## config.mk

```make
export PLATFORM = sky130hd
export DESIGN_NAME = sprite_blitter
export DESIGN_NICKNAME = d
export VERILOG_FILES = /design/src/rtl/sprite_blitter_pkg.sv /design/src/rtl/blit_clip.sv /design/src/rtl/sprite_blitter.sv
export SDC_FILE = /design/constraint.sdc
export NUM_CORES = 1
export LEC_CHECK = 0
export CAP_MARGIN = 20
export CORE_MARGIN = 4
export CORE_UTILIZATION = 45
export DETAILED_ROUTE_END_ITERATION = 6
export PLACE_DENSITY_LB_ADDON = 0.3
export SETUP_SLACK_MARGIN = 0.4
export SYNTH_ARGS = -nofsm -noshare
export SYNTH_HDL_FRONTEND = slang
export SYNTH_SLANG_ARGS = --single-unit
export TNS_END_PERCENT = 100
```

## constraint.sdc

```tcl
create_clock -name clock -period 5.2 [get_ports clock]
set_input_delay 1.04 -clock clock [delete_from_list [all_inputs] [get_ports clock]]
set_output_delay 1.04 -clock clock [all_outputs]
set_load 0.005 [all_outputs]
```

## src/rtl/sprite_blitter_pkg.sv

```systemverilog
// Shared sizes, state encoding and pixel-address helper for the sprite blitter.
package sprite_blitter_pkg;

  localparam int unsigned SPRITE_NUM       = 16;
  localparam int unsigned SPRITE_W         = 32;
  localparam int unsigned SPRITE_H         = 32;
  localparam int unsigned SPRITE_SIZE      = SPRITE_W * SPRITE_H;
  localparam int unsigned SPRITE_ADDR_SIZE = $clog2(SPRITE_SIZE) + 1;
  localparam int unsigned FB_W             = 320;
  localparam int unsigned FB_H             = 240;

  localparam int unsigned SEL_W     = $clog2(SPRITE_NUM);
  localparam int unsigned SX_W      = $clog2(SPRITE_W);
  localparam int unsigned SY_W      = $clog2(SPRITE_H);
  localparam int unsigned FB_ADDR_W = $clog2(FB_W * FB_H);
  localparam int unsigned FBX_W     = $clog2(FB_W);
  localparam int unsigned FBY_W     = $clog2(FB_H);
  localparam int unsigned POS_W     = 11;
  localparam int unsigned SCR_W     = POS_W + 1;
  localparam int unsigned PIX_W     = 4;

  localparam logic [PIX_W-1:0] TRANSP = 4'h0;

  typedef enum logic [1:0] {IDLE, RUN, DRAIN} state_t;

  // Sprite-local coordinates of the pixel currently held in the resolve stage.
  typedef struct packed {
    logic            valid;
    logic [SX_W-1:0] sx;
    logic [SY_W-1:0] sy;
  } pix_tag_t;

  function automatic logic [SPRITE_ADDR_SIZE-1:0] pix_addr(input logic [SX_W-1:0] x,
                                                           input logic [SY_W-1:0] y);
    return SPRITE_ADDR_SIZE'(y) * SPRITE_ADDR_SIZE'(SPRITE_W) + SPRITE_ADDR_SIZE'(x);
  endfunction

endpackage

```

## src/rtl/blit_clip.sv

```systemverilog
// Maps a sprite pixel to screen space: visibility against all four edges and
// the linear framebuffer address (zero when off-screen).
module blit_clip
  import sprite_blitter_pkg::*;
(
  input  logic signed [POS_W-1:0]     pos_x,
  input  logic signed [POS_W-1:0]     pos_y,
  input  logic        [SX_W-1:0]      sx,
  input  logic        [SY_W-1:0]      sy,
  output logic                        visible,
  output logic        [FB_ADDR_W-1:0] fb_addr
);

  logic signed [SCR_W-1:0] scr_x;
  logic signed [SCR_W-1:0] scr_y;
  logic                    on_x;
  logic                    on_y;

  // One extra bit so pos + offset can never wrap.
  assign scr_x = $signed({pos_x[POS_W-1], pos_x}) + $signed(SCR_W'(sx));
  assign scr_y = $signed({pos_y[POS_W-1], pos_y}) + $signed(SCR_W'(sy));

  assign on_x = !scr_x[SCR_W-1] && (scr_x < $signed(SCR_W'(FB_W)));
  assign on_y = !scr_y[SCR_W-1] && (scr_y < $signed(SCR_W'(FB_H)));

  assign visible = on_x && on_y;
  assign fb_addr = visible ? (FB_ADDR_W'(scr_y[FBY_W-1:0]) * FB_ADDR_W'(FB_W)
                              + FB_ADDR_W'(scr_x[FBX_W-1:0]))
                           : '0;

endmodule

```

## src/rtl/sprite_blitter.sv

```systemverilog
// Streams one sprite from storage into the framebuffer, one pixel per cycle,
// skipping transparent and off-screen pixels and stalling on fb_ready.
module sprite_blitter
  import sprite_blitter_pkg::*;
(
  input  logic                               clock,
  input  logic                               reset_n,
  input  logic                               start,
  input  logic        [SEL_W-1:0]            sprite_id,
  input  logic signed [POS_W-1:0]            pos_x,
  input  logic signed [POS_W-1:0]            pos_y,
  output logic                               busy,
  output logic                               done,
  output logic        [SEL_W-1:0]            sprite_select,
  output logic                               r_en,
  output logic        [SPRITE_ADDR_SIZE-1:0] r_addr,
  input  logic        [PIX_W-1:0]            r_data,
  input  logic                               fb_ready,
  output logic                               fb_w_en,
  output logic        [FB_ADDR_W-1:0]        fb_w_addr,
  output logic        [PIX_W-1:0]            fb_w_data
);

  state_t                   state;
  logic signed [POS_W-1:0]  px;
  logic signed [POS_W-1:0]  py;
  logic        [SX_W-1:0]   sx;
  logic        [SY_W-1:0]   sy;
  pix_tag_t                 p;

  logic                     p_vis;
  logic                     p_write;
  logic                     adv;
  logic                     sx_last;
  logic                     last_pix;
  logic        [FB_ADDR_W-1:0] p_addr;

  blit_clip u_clip (
    .pos_x   (px),
    .pos_y   (py),
    .sx      (p.sx),
    .sy      (p.sy),
    .visible (p_vis),
    .fb_addr (p_addr)
  );

  // The whole pipeline freezes while a pending write waits on the framebuffer;
  // storage keeps r_data because no new read is issued.
  assign p_write  = p.valid && p_vis && (r_data != TRANSP);
  assign adv      = !(p_write && !fb_ready);
  assign r_en     = (state == RUN) && adv;
  assign r_addr   = pix_addr(sx, sy);
  assign sx_last  = (sx == SX_W'(SPRITE_W - 1));
  assign last_pix = sx_last && (sy == SY_W'(SPRITE_H - 1));

  assign fb_w_en   = p_write;
  assign fb_w_addr = p_write ? p_addr : '0;
  assign fb_w_data = p_write ? r_data : '0;

  always_ff @(posedge clock or negedge reset_n) begin
    if (!reset_n) begin
      state         <= IDLE;
      busy          <= 1'b0;
      done          <= 1'b0;
      sprite_select <= '0;
      px            <= '0;
      py            <= '0;
      sx            <= '0;
      sy            <= '0;
      p             <= '0;
    end else begin
      done <= 1'b0;
      case (state)
        IDLE: begin
          if (start) begin
            sprite_select <= sprite_id;
            px            <= pos_x;
            py            <= pos_y;
            sx            <= '0;
            sy            <= '0;
            busy          <= 1'b1;
            state         <= RUN;
          end
        end
        RUN: begin
          if (adv) begin
            p.valid <= 1'b1;
            p.sx    <= sx;
            p.sy    <= sy;
            sx      <= sx + SX_W'(1);
            if (sx_last) sy <= sy + SY_W'(1);
            if (last_pix) state <= DRAIN;
          end
        end
        DRAIN: begin
          if (adv) begin
            p.valid <= 1'b0;
            busy    <= 1'b0;
            done    <= 1'b1;
            state   <= IDLE;
          end
        end
        default: state <= IDLE;
      endcase
    end
  end

endmodule
```

; ---- After elaboration in Yosys (flattened, before gate mapping)
; Index checks and enable logic that the tools add are counted.
[word_totals]
regBits = 51
output_inout_bits = 40
elab_cells = 75
[op_classes]
addsub = 6
multipliers = 1
magnitude_cmp = 2
eq_ne = 9
mux = 21
bitwise_logic = 1
reduce_logical = 24
[op_table]
columns = op, n
row1 = 17-bit 2-to-1 mux, 2
row2 = 11-bit by 6-bit adder with 12-bit output, 2
row3 = 5-bit 2-to-1 mux, 4
row4 = 5-bit case mux with 2 select lines, 2
row5 = 17-bit by 9-bit adder with 17-bit output, 1
row6 = 12-bit by 10-bit less-than comparator with 1-bit output (second input constant), 1
row7 = 12-bit by 9-bit less-than comparator with 1-bit output (second input constant), 1
row8 = 10-bit by 5-bit adder with 11-bit output, 1
row9 = 8-bit by 3-bit multiplier with 11-bit output (second input constant), 1
row10 = 11-bit 2-to-1 mux, 1
row11 = 5-bit by 1-bit adder with 5-bit output (second input constant), 2
row12 = 5-bit equality test (second input constant), 2
row13 = 2-bit != test (second input constant), 5
row14 = 3-bit AND reduction, 3
row15 = 1-bit logical AND, 8
row16 = 2-bit 2-to-1 mux, 4
row17 = 4-bit AND reduction, 2
row18 = 2-bit case mux with 3 select lines, 1
row19 = 2-bit nonzero test, 3
row20 = 1-bit zero test, 4
row21 = 1-bit 2-to-1 mux, 4
row22 = 4-bit 2-to-1 mux, 1
row23 = 1-bit case mux with 2 select lines, 2
row24 = 2-bit AND reduction, 2
row25 = other kinds (5), 5

; ---- Depth between registers and ports, before layout
[logic_depth]
ltp_word = 9
mapped_depth = 17
depth_no_buf = 17

; ---- Modules after synthesis
; A second synthesis with hierarchy kept.
[hier_totals]
cells_unflattened = 434
hier_area_um2 = 3631.0
[by_module_without_submodules]
columns = module, n_inst, cells_each, area_each_um2, seq_area_each_um2
row1 = sprite_blitter, 1, 258, 2262.2, 1276.2
row2 = blit_clip, 1, 176, 1368.8, 0.0

; ---- Worst setup path after synthesis
; Ideal clock, no wire load.
[synth_timing]
kind = flip-flop to output port
from = register py[0]
to = output port fb_w_addr[16]
arrival_ps = 3548
t_required_ps = 4160
path_slack_ps = 612
path_stages_with_launch = 14
path_buffers = 0
path_cell_list = dfrtp_1 > ha_1 > fa_1 > a21o_1 > a211oi_1 > nor2_1 > and2_1 > or2_2 > fa_1 > xnor2_1 > nor3b_1 > and3_1 > o211ai_1 > a31oi_1
[synth_via]
elab_chain_cells = 7
word_cells_on_any_way = 11
cone_classes = add/sub (2) / mul (1) / order compare (1) / mux (2) / reduce/logical (5)
[synth_rtl]
columns = item, line
row1 = start: declaration, sprite_blitter.sv:26  ; logic signed [POS_W-1:0] py;
row2 = start signal: assignment, sprite_blitter.sv:78  ; py <= pos_y;
row3 = 11-bit by 6-bit adder with 12-bit output *, blit_clip.sv:21  ; assign scr_y = $signed({pos_y[POS_W-1], pos_y}) + $signed(SCR_W'(sy));
row4 = "parallel branches: the longest is 5 deep, another holds 17-bit by 9-bit adder with 17-bit output", n/a
row5 = 17-bit 2-to-1 mux *, sprite_blitter.sv:57  ; assign fb_w_addr = p_write ? p_addr : '0;
row6 = end: declaration, sprite_blitter.sv:20  ; output logic [FB_ADDR_W-1:0] fb_w_addr,
; Mark *: on every way between the ends.

; ---- Worst setup path after layout
[layout_timing]
from = register py[0]
to = output port fb_w_addr[15]
; Same word-level chain as after synthesis.

==> impl_metrics.env <==
export IMPL_status="finished clean"
export IMPL_rrSetupSlack_ns=1.81
export IMPL_drt_total_wl_mm=8.62
export IMPL_fmax_mhz=202
export IMPL_critPathTopFamily="adder cells"
export IMPL_grt_max_degree=39
export IMPL_rsz0062_at_grt="yes"
export IMPL_hp_class="register to register"
export IMPL_vias=3164
export IMPL_tns_ns=0
export IMPL_holdPathEnd="sprite_select[0]"
export IMPL_syn_to_final_growth_pct=35.2
export IMPL_r2r_cells=12
export IMPL_p_leak_nw=2.27
export IMPL_synth_area_per_cell_um2=8.79
export IMPL_finalNetCount=561
export IMPL_synth_area_top_cells="dfrtp_1 (36%), ha_1 (9.2%), nand2_1 (9.1%), xnor2_1 (4.2%), nor2_1 (3.3%)"
export IMPL_drtAntennaViolNets=0
export IMPL_worst_setup_path_start_kind="register"
export IMPL_drv_cap=0
export IMPL_die_area_um2=9350
export IMPL_antenna_found_initial=0
export IMPL_clk_pin_slew_ns=0.09
export IMPL_ys_ff_latch=51
export IMPL_synthFlopType="dfrtp_1"
export IMPL_crit_slowest_cell="dfrtp_1"
export IMPL_cts_tree="yes"
export IMPL_finalSetupViolations=0
export IMPL_synth_most_common_cell="nand2_1"
export IMPL_drt_first_pass_iters=4
export IMPL_path_cells="ha_4 > fa_2 > a21o_1 > a211oi_2 > nor2_2 > and2_4 > or2_4 > fa_2 > nor2b_2 > o21ai_2 > nand2b_1 > xor2_1 > buf_4 > buf_6 > buf_6 > nand3_2 > xor2_1 > nor2_1 > buf_2"
export IMPL_min_period_ns=4.96
export IMPL_end_kind="output pin"
export IMPL_synth_common_cells="nand2_1 (86), dfrtp_1 (51), nor2_1 (31)"
export IMPL_die_w_um=96.7
export IMPL_diodes=0
export IMPL_synth_distinct_cells=53
export IMPL_crit_required_ns=4.16
export IMPL_maxSlewHeadroom=0.278
export IMPL_grt_usage=0.183
export IMPL_num_rows=32
export IMPL_ys_seq_area_frac=0.360
export IMPL_syn_inst=403
export IMPL_hpwl_mm=6.24
export IMPL_grt_first_pass_wirelength_mm=14.5
export IMPL_r2r_end="p[4]"
export IMPL_crit_fanout=3
export IMPL_layout_drive_gt1_share=0.175
export IMPL_core_region_area_um2=7690
export IMPL_yosys_area_top_type="dfrtp_1"
export IMPL_grt_ovfl_total=0
export IMPL_syn_nets=467
export IMPL_cts_hold_buf=0
export IMPL_fin_ws_ns=0.239
export IMPL_yosysWarnings=0
export IMPL_first_global_vias=3185
export IMPL_path_class="register to output pin"
export IMPL_gp_congestion=0.883
export IMPL_ys_async_sr_fraction=1.00
export IMPL_start_util=0.461
export IMPL_cp_num_buf_inv=4
export IMPL_syn_area_um2=3540
export IMPL_root_buffer="clkbuf_8"
export IMPL_worstHoldStart="sprite_select[0]"
export IMPL_cts_num_sinks=51
export IMPL_clk_latency_ns=0.30
export IMPL_ir_worst_vdd_mv=0.271
export IMPL_synth_edf_count=0
export IMPL_viasPerCell=5.27
export IMPL_io_buffers=72
export IMPL_crit_path_max_incr_delay_ns=0.42
export IMPL_wire_per_inst_um=14.4
export IMPL_hold_violations=0
export IMPL_tightest_slew_ns=1.08
export IMPL_worstSetupStartpoint="py[0]"
export IMPL_drt_first_iter_violations=126
export IMPL_io_pins=74
export IMPL_r2r_start="py[2]"
export IMPL_critPathArrivalTime_ns=3.92
export IMPL_p_per_area_nw_per_um2=479
export IMPL_die_h_um=96.7
export IMPL_drc_errors=0
export IMPL_hold_path_depth=2
export IMPL_cts_buffer_depth=2
export IMPL_skew_ns=0.00657
export IMPL_drv_slew=0
export IMPL_htreeDepth=2
export IMPL_dpl_worst_slack_ns=-0.0440
export IMPL_numCtsBuffers=5
export IMPL_synth_top_area_frac=0.360
export IMPL_finalCritPeriodShare=0.954
cell families (layout without fill, tap and decap cells):
family,count (synthesis),count (layout),share of synthesized area
compound gates,68,68,0.130
simple gates,169,169,0.217
xor+xnor,24,24,0.0593
other cells,1,1,0.00106
fa+ha+maj,30,30,0.114
mux,22,22,0.0703
buf+inv,38,133,0.0470
flops,51,51,0.360
repair_timing:
action | 4_1_cts | 5_1_grt
pin swaps | 18 | 17
resized for setup | 38 | 22
buffers inserted | 14 | 6
cloned | 0 | 0
setup endpoints to repair | 7 | 18
layout make-up:
cell class / count / area (um^2)
Inverter: 24 / 90.1
Multi-Input combinational cell: 314 / 2260
Tap cell: 102 / 128
Clock inverter: 1 / 5.00
Fill cell: 674 / 2900
Timing Repair Buffer: 101 / 951
Sequential cell: 51 / 1280
Clock buffer: 7 / 76.3
power by group:
part | internal [mW] | total, mW | switching, mW
combinational | 0.817 | 1.49 | 0.674
clock | 0.0948 | 0.220 | 0.125
sequential | 0.487 | 0.585 | 0.0976
layout by cell type (no fill, tap or decap), types with 4 or more instances in the layout:
master           Yosys  layout
nand2_1             86      86
clkdlybuf4s50_1      0      66
dfrtp_1             51      51
nor2_1              31      29
inv_1               24      23
ha_1                26      23
buf_4                1      22
o21ai_0             17      15
xnor2_1             17      13
mux2i_1             11      11
and2_1              11      10
nand3_1             11      10
a21o_1               8       8
xor2_1               7       7
mux2_2               6       6
buf_6                2       6
nor3_1               5       5
clkbuf_8             0       5
buf_2                4       5
a211oi_1             6       4
a21oi_1              8       4
o211ai_1             4       4
xnor2_2              0       4
mux2_4               4       4
metrics by stage:
| stage | instances | power, mW | utilization | hold WS (ns) | cell area [um^2] |
|---|---|---|---|---|---|
| finish | 600 | 2.30 | 0.623 | 0.485 | 4790 |
| detailed placement | 572 | 1.70 | 0.571 | 0.465 | 4390 |
| floorplan | 403 | 1.35 | - | 0.452 | 3540 |
| global placement | 571 | 1.66 | 0.568 | 0.458 | 4370 |
| global route | 600 | 2.48 | 0.623 | 0.522 | 4790 |
| CTS | 594 | 2.13 | 0.607 | 0.488 | 4670 |
worst max path at each step:
stage | cells past startpoint | endpoint | slack [ns]
floorplan | 13 | fb_w_addr[16] | 0.61
global placement | 17 | fb_w_addr[16] | 0.09
detailed placement | 17 | fb_w_addr[16] | -0.04
CTS | 17 | fb_w_addr[16] | 0.34
global route | 17 | fb_w_addr[16] | 0.03
finish | 19 | fb_w_addr[15] | 0.24
flip-flops by register name, summed over array words and instances (netlist names):
| register | flops |
|---|---|
| p | 11 |
| px | 11 |
| py | 11 |
| sx | 5 |
| sy | 5 |
| sprite_select | 4 |
| state | 2 |
| busy | 1 |
| done | 1 |
tightest hold or removal path: cells and delay by family, from the launching register on:
kind | cells | cell delay [ns]
flops | 1 | 0.35
simple gates | 2 | 0.10
metal layers:
layer,wire length [um],track usage
met1,3810,0.226
met2,4370,0.326
met3,319,0.0310
met4,130,0.0508
met5,0,0
Power figures use the tool's default switching activity.
==> edit 1 (same flow settings) <==
Change the package constant `SPRITE_H` from 32 to 16.
--- a/src/rtl/sprite_blitter_pkg.sv
+++ b/src/rtl/sprite_blitter_pkg.sv
@@ -5,3 +5,3 @@
   localparam int unsigned SPRITE_W         = 32;
-  localparam int unsigned SPRITE_H         = 32;
+  localparam int unsigned SPRITE_H         = 16;
   localparam int unsigned SPRITE_SIZE      = SPRITE_W * SPRITE_H;
Interface: changed (resized r_addr); port bits go from 74 to 73. No check against the original RTL was run, so the function may have changed too.
==> edit 1 against the original RTL <==
Cell area shrank 2.0%; first-iteration DRC count grew 34%; register-to-register slack gained 170 ps; synthesized area shrank 4.9%; count of clock-buffer cells in the layout shrank 2; final cell count shrank 4.7%; largest cell class unchanged; hold slack gained 4.5 ps; largest power group unchanged; sequential cell count shrank 2; routed wire length grew 1.5%; non-clock buffer count shrank 1; total power shrank 2.3%; worst setup slack gained 41 ps; critical endpoint is now fb_w_addr[16]; core utilization grew 2.4 points; clock power grew 28%.
==> edit 1: results (changes against the original RTL) <==
status finished, final reports clean (unchanged); number of global-route vias before repair 2,912 (was 3,185); reg2reg end p[8]$_DFFE_PN0P_ (was p[4]$_DFFE_PN0P_); routed len/inst 15.3 µm (was 14.4 µm); share of post-route cells with drive strength above 1 0.209 (was 0.175); post-synthesis xor/xnor area fraction 0.0650 (was 0.0593); maximum number of pins on one net before global-route repair 50 (was 39); Clock Skews 12.6 ps (was 6.57 ps); Post-Synth Adder-Cell Area 0.113 (was 0.114); synth unique cells 59 (was 53); placed cells 543 (was 572); DR iter-0 viols 169 (was 126); post-DP HPWL 6090 µm (was 6240 µm); Post-synth top cells nand2_1, dfrtp_1, ha_1 (was nand2_1, dfrtp_1, nor2_1); Largest regs px x11, py x11, p x10 (was p x11, px x11, py x11); routability congestion estimate 0.785 (was 0.883); hold_sp sprite_select[2]$_DFFE_PN0P_ (was sprite_select[0]$_DFFE_PN0P_); hold path endpoint sprite_select[2]$_DFFE_PN0P_ (was sprite_select[0]$_DFFE_PN0P_); first-pass GRT wire length 13,800 µm (was 14,500 µm); Area contributors post-synth dfrtp_1, nand2_1, ha_1, xnor2_1, and3_1 (was dfrtp_1, ha_1, nand2_1, xnor2_1, nor2_1); Max FO, Critical Path 4 (was 3); DP Area 4190 µm² (was 4390 µm²); CTS resizes 31 (was 38); syn nets 440 (was 467); Design Area, Final 4690 µm² (was 4790 µm²); grt met3 use 0.0311 (was 0.0310); mux cell area share after synthesis 0.0505 (was 0.0703); final non-filler cell total 572 (was 600); Compound-Gate Fraction of Synth Area 0.118 (was 0.130); R2R depth 10 (was 12); syn_area_per_cell 8.91 µm² (was 8.79 µm²); Fillers 578 (was 674); Worst-Margin Slew 675 ps (was 1080 ps); R2R setup slack 1980 ps (was 1810 ps); total track usage 0.197 (was 0.183); DP Worst Slack -67.2 ps (was -44.0 ps); WP data arrival 3880 ps (was 3920 ps); Peak VDD IR 0.195 mV (was 0.271 mV); Critical Path End fb_w_addr[16] (was fb_w_addr[15]); hold slack 490 ps (was 485 ps); PortBufs 71 (was 72); sequential element share of the synthesized area 0.364 (was 0.360); DR vias/cell 5.22 (was 5.27); met2 usage 0.351 (was 0.326)
-- edit 1: power breakdown --
group	total, µW	internal, µW	switching (µW)
clock	281	144	137
combinational	1390	741	646
sequential	575	467	107
-- edit 1: routing by layer --
metal	vias to the layer above	wire [µm]	part of all wire
met4	0	200	0.023
li1	1476	-	-
met3	16	280	0.032
met5	-	0	0
met1	1434	3740	0.43
met2	61	4530	0.52
-- edit 1: critical path, cell delays in order, from the launching register on --
cell and delay (ps):
dfrtp_1 400, ha_2 210, fa_2 340, and3_4 170, or3_4 330, and3_4 190, or2_4 240, fa_2 400
inv_2 60, a21o_1 140, a21oi_4 70, o21ai_2 170, xor2_2 220, buf_4 160, nor4b_4 40, o31a_1 310
clkbuf_2 110
-- edit 1: final cells by class --
class / instances / share of cell area
multi-input cells: 300 / 0.477
flip-flops and latches: 49 / 0.261
repair buffers: 100 / 0.199
well taps: 99 / 0.0264
clock buffers: 5 / 0.0147
inverters: 16 / 0.0128
clock inverters: 3 / 0.00933
==> edit 2 (config.mk and constraints unchanged) <==
Made on the original files. Re-encode `state_t` (3 states) as one-hot, 3 bits wide.
--- a/src/rtl/sprite_blitter_pkg.sv
+++ b/src/rtl/sprite_blitter_pkg.sv
@@ -23,3 +23,3 @@
 
-  typedef enum logic [1:0] {IDLE, RUN, DRAIN} state_t;
+  typedef enum logic [2:0] {IDLE = 3'b001, RUN = 3'b010, DRAIN = 3'b100} state_t;
 
Check against the original RTL: same outputs for any inputs over 4 cycles, from zero or initial values and one cycle with reset_n low; so few cycles prove little.
==> edit 2 against the original RTL <==
Non-clock buffer count grew 15; worst setup slack got worse by 180 ps; sequential power up 14%; cell area up 5.2%; synthesized area is 1.6% higher; routed wire length rose by 12%; register-to-register slack better by 20 ps; clock power is 11% higher; sequential cell count grew 1; total power up 19%; first-iteration DRC count up 28%; clock skew is 0.50 ps higher; core utilization up 2.6 points; critical endpoint is now fb_w_addr[16]; largest power group unchanged.
==> edit 2: results (changes against the original RTL) <==
Peak VDD IR 0.231 mV (was 0.271 mV); reg2reg end p[8]$_DFFE_PN0P_ (was p[4]$_DFFE_PN0P_); R2R setup slack 1830 ps (was 1810 ps); Area contributors post-synth dfrtp_1, nand2_1, ha_1, xnor2_1, nor2_1 (was dfrtp_1, ha_1, nand2_1, xnor2_1, nor2_1); syn nets 481 (was 467); ANT cells 0 (unchanged); RR Startpoint p[0]$_DFFE_PN0P_ (was py[2]$_DFFE_PN0P_); DP Area 4430 µm² (was 4390 µm²); HP Class reg2reg (unchanged); first-pass GRT wire length 15,800 µm (was 14,500 µm); post-DP HPWL 6490 µm (was 6240 µm); total track usage 0.198 (was 0.183); sequential element share of the synthesized area 0.362 (was 0.360); total die area 9490 µm² (was 9350 µm²); leakage 0.00253 µW (was 0.00227 µW); DP Worst Slack -46.7 ps (was -44.0 ps); Post-synth top cells nand2_1, dfrtp_1, nor2_1 (unchanged); DR iter-0 viols 161 (was 126); post-synthesis xor/xnor area fraction 0.0678 (was 0.0593); share of post-route cells with drive strength above 1 0.207 (was 0.175); maximum number of pins on one net before global-route repair 53 (was 39); DR vias/cell 5.32 (was 5.27); status finished, final reports clean (unchanged); WP data arrival 4100 ps (was 3920 ps); CTS Buffer Depth 2 (unchanged); H-tree depth 2 (unchanged); Clock Skews 7.08 ps (was 6.57 ps); R2R depth 13 (was 12); top_reg_cell synth dfrtp_1 (unchanged); routed len/inst 15.4 µm (was 14.4 µm); number of global-route vias before repair 3,370 (was 3,185); Max FO, Critical Path 4 (was 3); synth unique cells 59 (was 53); final net count 589 (was 561); drt pass-1 iters 4 (unchanged); Fmax achieved 194 MHz (was 202 MHz); mux cell area share after synthesis 0.0379 (was 0.0703); Fillers 671 (was 674); routability congestion estimate 0.855 (was 0.883); Compound-Gate Fraction of Synth Area 0.135 (was 0.130); Critical Path End fb_w_addr[16] (was fb_w_addr[15]); Post-Synth Adder-Cell Area 0.113 (was 0.114); Rel. slew slack 0.548 (was 0.278)
-- edit 2: per-stage QoR --
| stage | hold slack [ps] | util | cells | total power [µW] |
|---|---|---|---|---|
| after CTS | 497 | 0.623 | 614 | 2550 |
| after global placement | 460 | 0.570 | 583 | 1950 |
| after global routing | 522 | 0.649 | 628 | 2950 |
| final | 489 | 0.649 | 628 | 2740 |
| after detailed placement | 474 | 0.570 | 583 | 1990 |
| after floorplan | 448 | - | 417 | 1580 |
-- edit 2: worst min path at each step --
stage                                       startpoint                      endpoint  slack, ps  cells after the start
final                     sprite_select[2]$_DFFE_PN0P_  sprite_select[2]$_DFFE_PN0P_        490                      2
after global routing                 px[3]$_DFFE_PN0P_             px[3]$_DFFE_PN0P_        520                      2
after floorplan                       p[0]$_DFFE_PN0P_              p[0]$_DFFE_PN0P_        450                      2
after CTS                 sprite_select[1]$_DFFE_PN0P_  sprite_select[1]$_DFFE_PN0P_        500                      2
after detailed placement             px[3]$_DFFE_PN0P_             px[3]$_DFFE_PN0P_        470                      2
after global placement    sprite_select[3]$_DFFE_PN0P_  sprite_select[3]$_DFFE_PN0P_        460                      2
-- edit 2: final cells by class --
class | instances | area [µm²] | share of cell area
clock buffers | 6 | 82.6 | 0.0164
inverters | 17 | 71.3 | 0.0142
flip-flops and latches | 52 | 1300 | 0.259
clock inverters | 2 | 13.8 | 0.00273
well taps | 102 | 128 | 0.0253
multi-input cells | 333 | 2370 | 0.471
repair buffers | 116 | 1070 | 0.212
-- edit 2: power by group --
part / switching (µW) / total (µW) / internal [µW] / leakage [µW]
registers: 140 / 664 / 524 / 0.000667
clock network: 136 / 245 / 109 / 0.0000516
logic: 896 / 1830 / 935 / 0.00181
total: 1170 / 2740 / 1570 / 0.00253
-- edit 2: worst max-delay path, delay by kind of cell (launching register included) --
family	cells	cell delay, ps
DFF	1	430
adders and majority gates	3	840
and+or+nand+nor	3	400
AOI/OAI and AO/OA	8	1510
buffers and inverters	3	520
xor gates and xnor gates	1	110
-- edit 2: kinds of logic (layout without fill, tap and decap cells) --
| family | after synthesis | count (layout) |
|---|---|---|
| AO/OA/AOI/OAI | 70 | 70 |
| XOR/XNOR | 27 | 27 |
| adder cells (fa/ha/maj) | 30 | 30 |
| buffers and inverters | 32 | 141 |
| flip-flops | 52 | 52 |
| multiplexers | 13 | 13 |
| other | 1 | 1 |
| AND/OR/NAND/NOR | 192 | 192 |
-- edit 2: per-layer routing --
metal / global-route usage / wire length (µm) / up-vias
met1: 0.251 / 4060 / 1598
met2: 0.345 / 5000 / 88
li1: - / - / 1630
met5: 0 / 0 / -
met4: 0.0682 / 244 / 0
met3: 0.0294 / 378 / 23
-- edit 2: repair_timing --
action | CTS | global route
pin swaps | 25 | 16
setup buffers | 23 | 14
setup endpoints to repair | 23 | 20
resized for setup | 45 | 26
